===== src/rtl/md_issue_pkg.sv =====
// md_issue_pkg: MDOp codes, op-class helpers and the queue entry type shared by md_issue.
package md_issue_pkg;
    localparam logic [3:0] MD_NONE  = 4'd0;
    localparam logic [3:0] MD_MULT  = 4'd1;
    localparam logic [3:0] MD_MULTU = 4'd2;
    localparam logic [3:0] MD_DIV   = 4'd3;
    localparam logic [3:0] MD_DIVU  = 4'd4;
    localparam logic [3:0] MD_MFHI  = 4'd5;
    localparam logic [3:0] MD_MFLO  = 4'd6;
    localparam logic [3:0] MD_MTHI  = 4'd7;
    localparam logic [3:0] MD_MTLO  = 4'd8;

    typedef struct packed {
        logic [3:0]  op;
        logic [31:0] a;
        logic [31:0] b;
    } md_entry_t;

    function automatic logic is_start(input logic [3:0] op);
        return op >= MD_MULT && op <= MD_DIVU;
    endfunction

    function automatic logic is_move(input logic [3:0] op);
        return op == MD_MTHI || op == MD_MTLO;
    endfunction

    function automatic logic is_read(input logic [3:0] op);
        return op == MD_MFHI || op == MD_MFLO;
    endfunction
endpackage


===== src/rtl/md_issue_fifo.sv =====
// md_issue_fifo: in-order circular queue of MD ops; DEPTH must be a power of two so pointers wrap naturally.
module md_issue_fifo
    import md_issue_pkg::*;
#(
    parameter int DEPTH = 2,
    localparam int PW = $clog2(DEPTH),
    localparam int CW = PW + 1
) (
    input  logic            clk,
    input  logic            reset,
    input  logic            push_i,
    input  logic            pop_i,
    input  md_entry_t       wdata_i,
    output md_entry_t       rdata_o,
    output logic [CW-1:0]   count_o,
    output logic            full_o,
    output logic            empty_o
);
    md_entry_t       mem_q [DEPTH];
    logic [PW-1:0]   head_q, head_d, tail_q, tail_d;
    logic [CW-1:0]   count_q, count_d;

    always_comb begin
        head_d  = pop_i ? head_q + 1'b1 : head_q;
        tail_d  = push_i ? tail_q + 1'b1 : tail_q;
        count_d = count_q + CW'(push_i) - CW'(pop_i);
    end

    always_ff @(posedge clk) begin
        if (reset) begin
            head_q  <= '0;
            tail_q  <= '0;
            count_q <= '0;
        end else begin
            head_q  <= head_d;
            tail_q  <= tail_d;
            count_q <= count_d;
        end
        if (push_i) mem_q[tail_q] <= wdata_i;
    end

    assign rdata_o = mem_q[head_q];
    assign count_o = count_q;
    assign full_o  = count_q == CW'(DEPTH);
    assign empty_o = count_q == '0;
endmodule


===== src/rtl/md_issue.sv =====
// md_issue: E-stage issue controller for the multiply/divide unit, queueing START/MOVE ops and gating mfhi/mflo.
// Defining MD_ISSUE_BYPASS_EN lets a START/MOVE issue in its accept cycle when the queue is empty and the unit idle.
module md_issue
    import md_issue_pkg::*;
#(
    parameter int DEPTH = 2
) (
    input  logic        clk,
    input  logic        reset,
    input  logic        op_valid,
    input  logic [3:0]  op,
    input  logic [31:0] op_a,
    input  logic [31:0] op_b,
    output logic        stall,
    output logic        rd_valid,
    output logic [31:0] rd_data,
    output logic        md_start,
    output logic [3:0]  md_op,
    output logic [31:0] md_a,
    output logic [31:0] md_b,
    input  logic        md_busy,
    input  logic [31:0] md_out
);
    localparam int CW = $clog2(DEPTH) + 1;

    md_entry_t       head;
    logic [CW-1:0]   count;
    logic            full, empty, disp, sm, rd, take, byp, push, rd_ok;

    md_issue_fifo #(.DEPTH(DEPTH)) u_fifo (
        .clk     (clk),
        .reset   (reset),
        .push_i  (push),
        .pop_i   (disp),
        .wdata_i ({op, op_a, op_b}),
        .rdata_o (head),
        .count_o (count),
        .full_o  (full),
        .empty_o (empty)
    );

    always_comb begin
        disp  = !empty && !md_busy;
        sm    = op_valid && (is_start(op) || is_move(op));
        rd    = op_valid && is_read(op);
        take  = sm && (!full || disp);
`ifdef MD_ISSUE_BYPASS_EN
        byp   = take && empty && !md_busy;
`else
        byp   = 1'b0;
`endif
        push  = take && !byp;
        // reads wait for a drained queue and an idle unit so HI/LO are never stale
        rd_ok = rd && empty && !md_busy;
        stall = (sm && !take) || (rd && !rd_ok);
        rd_valid = rd_ok;
        rd_data  = rd_ok ? md_out : '0;
        md_op    = disp ? head.op : (byp || rd_ok) ? op : MD_NONE;
        md_start = disp ? is_start(head.op) : byp && is_start(op);
        md_a     = disp ? head.a : byp ? op_a : '0;
        md_b     = disp ? head.b : byp ? op_b : '0;
    end
endmodule


===== config.mk =====
export PLATFORM = sky130hd
export DESIGN_NAME = md_issue
export DESIGN_NICKNAME = d
export VERILOG_FILES = /design/src/rtl/md_issue_pkg.sv /design/src/rtl/md_issue_fifo.sv /design/src/rtl/md_issue.sv
export SDC_FILE = /design/constraint.sdc
export NUM_CORES = 1
export LEC_CHECK = 0
export BUFFER_PORTS_ARGS = -buffer_cell sky130_fd_sc_hd__buf_4
export CORE_MARGIN = 2
export CORE_UTILIZATION = 41
export DETAILED_ROUTE_END_ITERATION = 10
export PLACE_DENSITY_LB_ADDON = 0.12
export SLEW_MARGIN = 20
export SYNTH_ARGS = -nofsm -noshare
export SYNTH_HDL_FRONTEND = slang
export SYNTH_SLANG_ARGS = --single-unit

===== constraint.sdc =====
create_clock -name clk -period 5.4 [get_ports clk]
set_input_delay 0.54 -clock clk [delete_from_list [all_inputs] [get_ports clk]]
set_output_delay 0.54 -clock clk [all_outputs]
set_load 0.03 [all_outputs]

==> results.md <==
* Status: completed
* Antenna cell count at 0
* Combinational power share at 23.8%
* DIE AREA at 14900 µm²
* Final Util at 58.1%
* Gr ovfl total at 0
* VDD IR max at 0.232 mV
* CP cell instances: o21bai_4 > buf_4 > inv_1 > and3_1 > buf_4
* Tmin final at 2.88 ns
* Reg clk slew, reported paths at 0.06 ns
* Most used cell, CP: buf_4
* Final worst slack at 2.52 ns
* Chip Height at 122 µm
* WP data arrival at 2.34 ns
* Flop pwr share at 42.5%
* Post-synthesis sequential area ratio at 73.1%
* Antenna violations before repair at 0
* WL per Instance at 15.4 µm
* Final setup vio count at 0
* Ranking of synthesized cells by area: edfxtp_1 (71%), mux2i_1 (12%), nor2_1 (4.6%)
* Slew Limit Fails at 0
* Max-Slew Margin vs Limit at 31.1%
* Syn_nets at 472
* Max Cap Viol at 0
* Top-count cell post-synth: edfxtp_1
* Power Density at 394 nW/µm²
* Post-synth top cells: edfxtp_1 (136), nor2_1 (70), mux2i_1 (68), and2_1 (21), and2_2 (12)
* Resized Gates After CTS at 0
* Final Net Count at 683
* Via count of the first global-routing pass at 3488
* Fillers at 1158
* P_sw at 0.000893 W
* CP required at 4.86 ns
* CP Max Fanout at 55
* Pleak at 3.13 nW
* Synth cell types at 33
* Htree depth at 4
* Post-synth top area share at 71.3%
* Post-route DRC at 0
* CP startpoint kind: flop
* Worst hold path type: primary input to flop
* FFs w/ async S/R, synth at 0%
* Port Buf Inserts at 206
* DR vias at 3586
* #FFs+latches synth at 141
* Worst Hold Margin at 0.315 ns
* Vias per cell at 4.68
* Crit-path leading delay family: buffers and inverters
* First-pass GRT wire length at 17800 µm
* Clk sinks at 141
* CP Capture Type: output port
* DRT antenna net count at 0
* Max clock buf depth at 2
* Worst slack, placed at 2.26 ns
* Layout cell share with drive strength beyond 1 at 43.1%
* Latest clock arrival within the worst-skew pair at 0.41 ns
* CTS tree: done
* Cells after Synth at 366
* Total wire length at 11800 µm
* Internal power at 0.00226 W
* I/O pin total at 207
* Postcts setup bufs at 0
* Post-synth top area cell: edfxtp_1
* Slowest CP cell: buf_4
* CTS buffer count at 17
* Yosys warns at 0
* Aggregate global-route resource usage at 15.9%
* Clock power frac at 33.7%
* Post-synth top flop: edfxtp_1
* Final period util at 53.3%
* Mapped cell area at 5730 µm²
* Kind of critical path: flop to output port
* Drt pass-1 iters at 4
* Worst Path Buf+Inv at 3
* Highest clock rate at 348 MHz
* Area grow syn2layout at 39.8%
* Cts hold-fix bufs at 0
* DIE WIDTH at 122 µm
* Worst path max stage delay at 0.59 ns
* Slew @ Worst Pin at 1.03 ns
* Core footprint at 13800 µm²
* CTS root buf: clkbuf_16
* Total Neg Setup Slack at 0 ns
* DR iter-0 viols at 207
* Sw Share at 28.3%
* Hold Fails Final Rpt at 0
* EDFF count, synth at 136
* Starting density of the core at 41.6%
* # rows at 43
* GP Congestion at 0.704
* RSZ-0062 raised after global routing: no
* Avg Inst Size Synth at 15.6 µm²
* Final Skew at 0.00846 ns
* Largest net degree at the start of global routing at 69
* Post-DP HPWL at 7730 µm
-- cells by family after synthesis --
kind of cell / synth area share (%)
XOR/XNOR: 0.765
multiplexers: 12.1
AND/OR/NAND/NOR: 10.5
buffers and inverters: 1.97
AO/OA/AOI/OAI: 1.20
adder cells (fa/ha/maj): 0.437
flip-flops: 73.1
-- routing by layer --
| metal | wire, µm | share of wire (%) | GRT usage, % |
|---|---|---|---|
| met5 | 0 | 0 | 0 |
| met4 | 165 | 1.4 | 6.03 |
| met3 | 828 | 7.0 | 5.34 |
| met2 | 5920 | 50 | 26.3 |
| met1 | 4910 | 42 | 19.4 |
-- sequential cells by signal, indices dropped and copies added (netlist names), named ones only --
| register | count |
|---|---|
| u_fifo.count_o | 2 |
| u_fifo.head_q | 1 |
| u_fifo.mem_q | 136 |
| u_fifo.tail_q | 1 |
-- power groups by stage --
stage	clock network (W)	registers (W)	logic [W]
floorplan	0	0.00131	0.000544
global placement	0	0.00137	0.000756
detailed placement	0	0.00137	0.000763
CTS	0.00108	0.00134	0.000765
global route	0.00113	0.00135	0.000809
finish	0.00106	0.00134	0.000750
-- worst paths after layout --
| check | startpoint | end | slack [ns] | cells past startpoint |
|---|---|---|---|---|
| setup / recovery | u_fifo.count_o[1] | md_start | 2.52 | 5 |
| hold / removal | op_b[13] | u_fifo.mem_q[0][13] | 0.32 | 1 |
| setup reg to reg | u_fifo.count_o[1] | u_fifo.count_o[1] | 2.80 | 9 |
| hold reg to reg | u_fifo.head_q | flop | 0.50 | 2 |
-- per-stage QoR --
step / area, µm² / cells / total power (W)
after floorplan: 5730 / 366 / 0.00185
after global routing: 8010 / 767 / 0.00329
final: 8010 / 767 / 0.00315
after CTS: 8000 / 766 / 0.00319
after global placement: 7460 / 737 / 0.00212
after detailed placement: 7460 / 737 / 0.00213
-- area by class of cell --
class	instances	area, µm²	share of cell area (%)
clock inverters	9	98.8	1.23
well taps	180	225	2.81
repair buffers	210	1590	19.9
flip-flops and latches	141	4190	52.3
clock buffers	20	437	5.45
inverters	4	15.0	0.188
multi-input cells	203	1450	18.1
-- layout by cell type, fill, tap and decap left out, drive strengths merged, types with 3 or more instances in the layout --
cell    instances
buf           210
nor2           70
clkinv          5
dfxtp           5
clkbuf         20
and2           33
xnor2           4
inv             4
nand2b          3
mux2i          68
edfxtp        136
nor2b           3
Power figures use the tool's default switching activity.
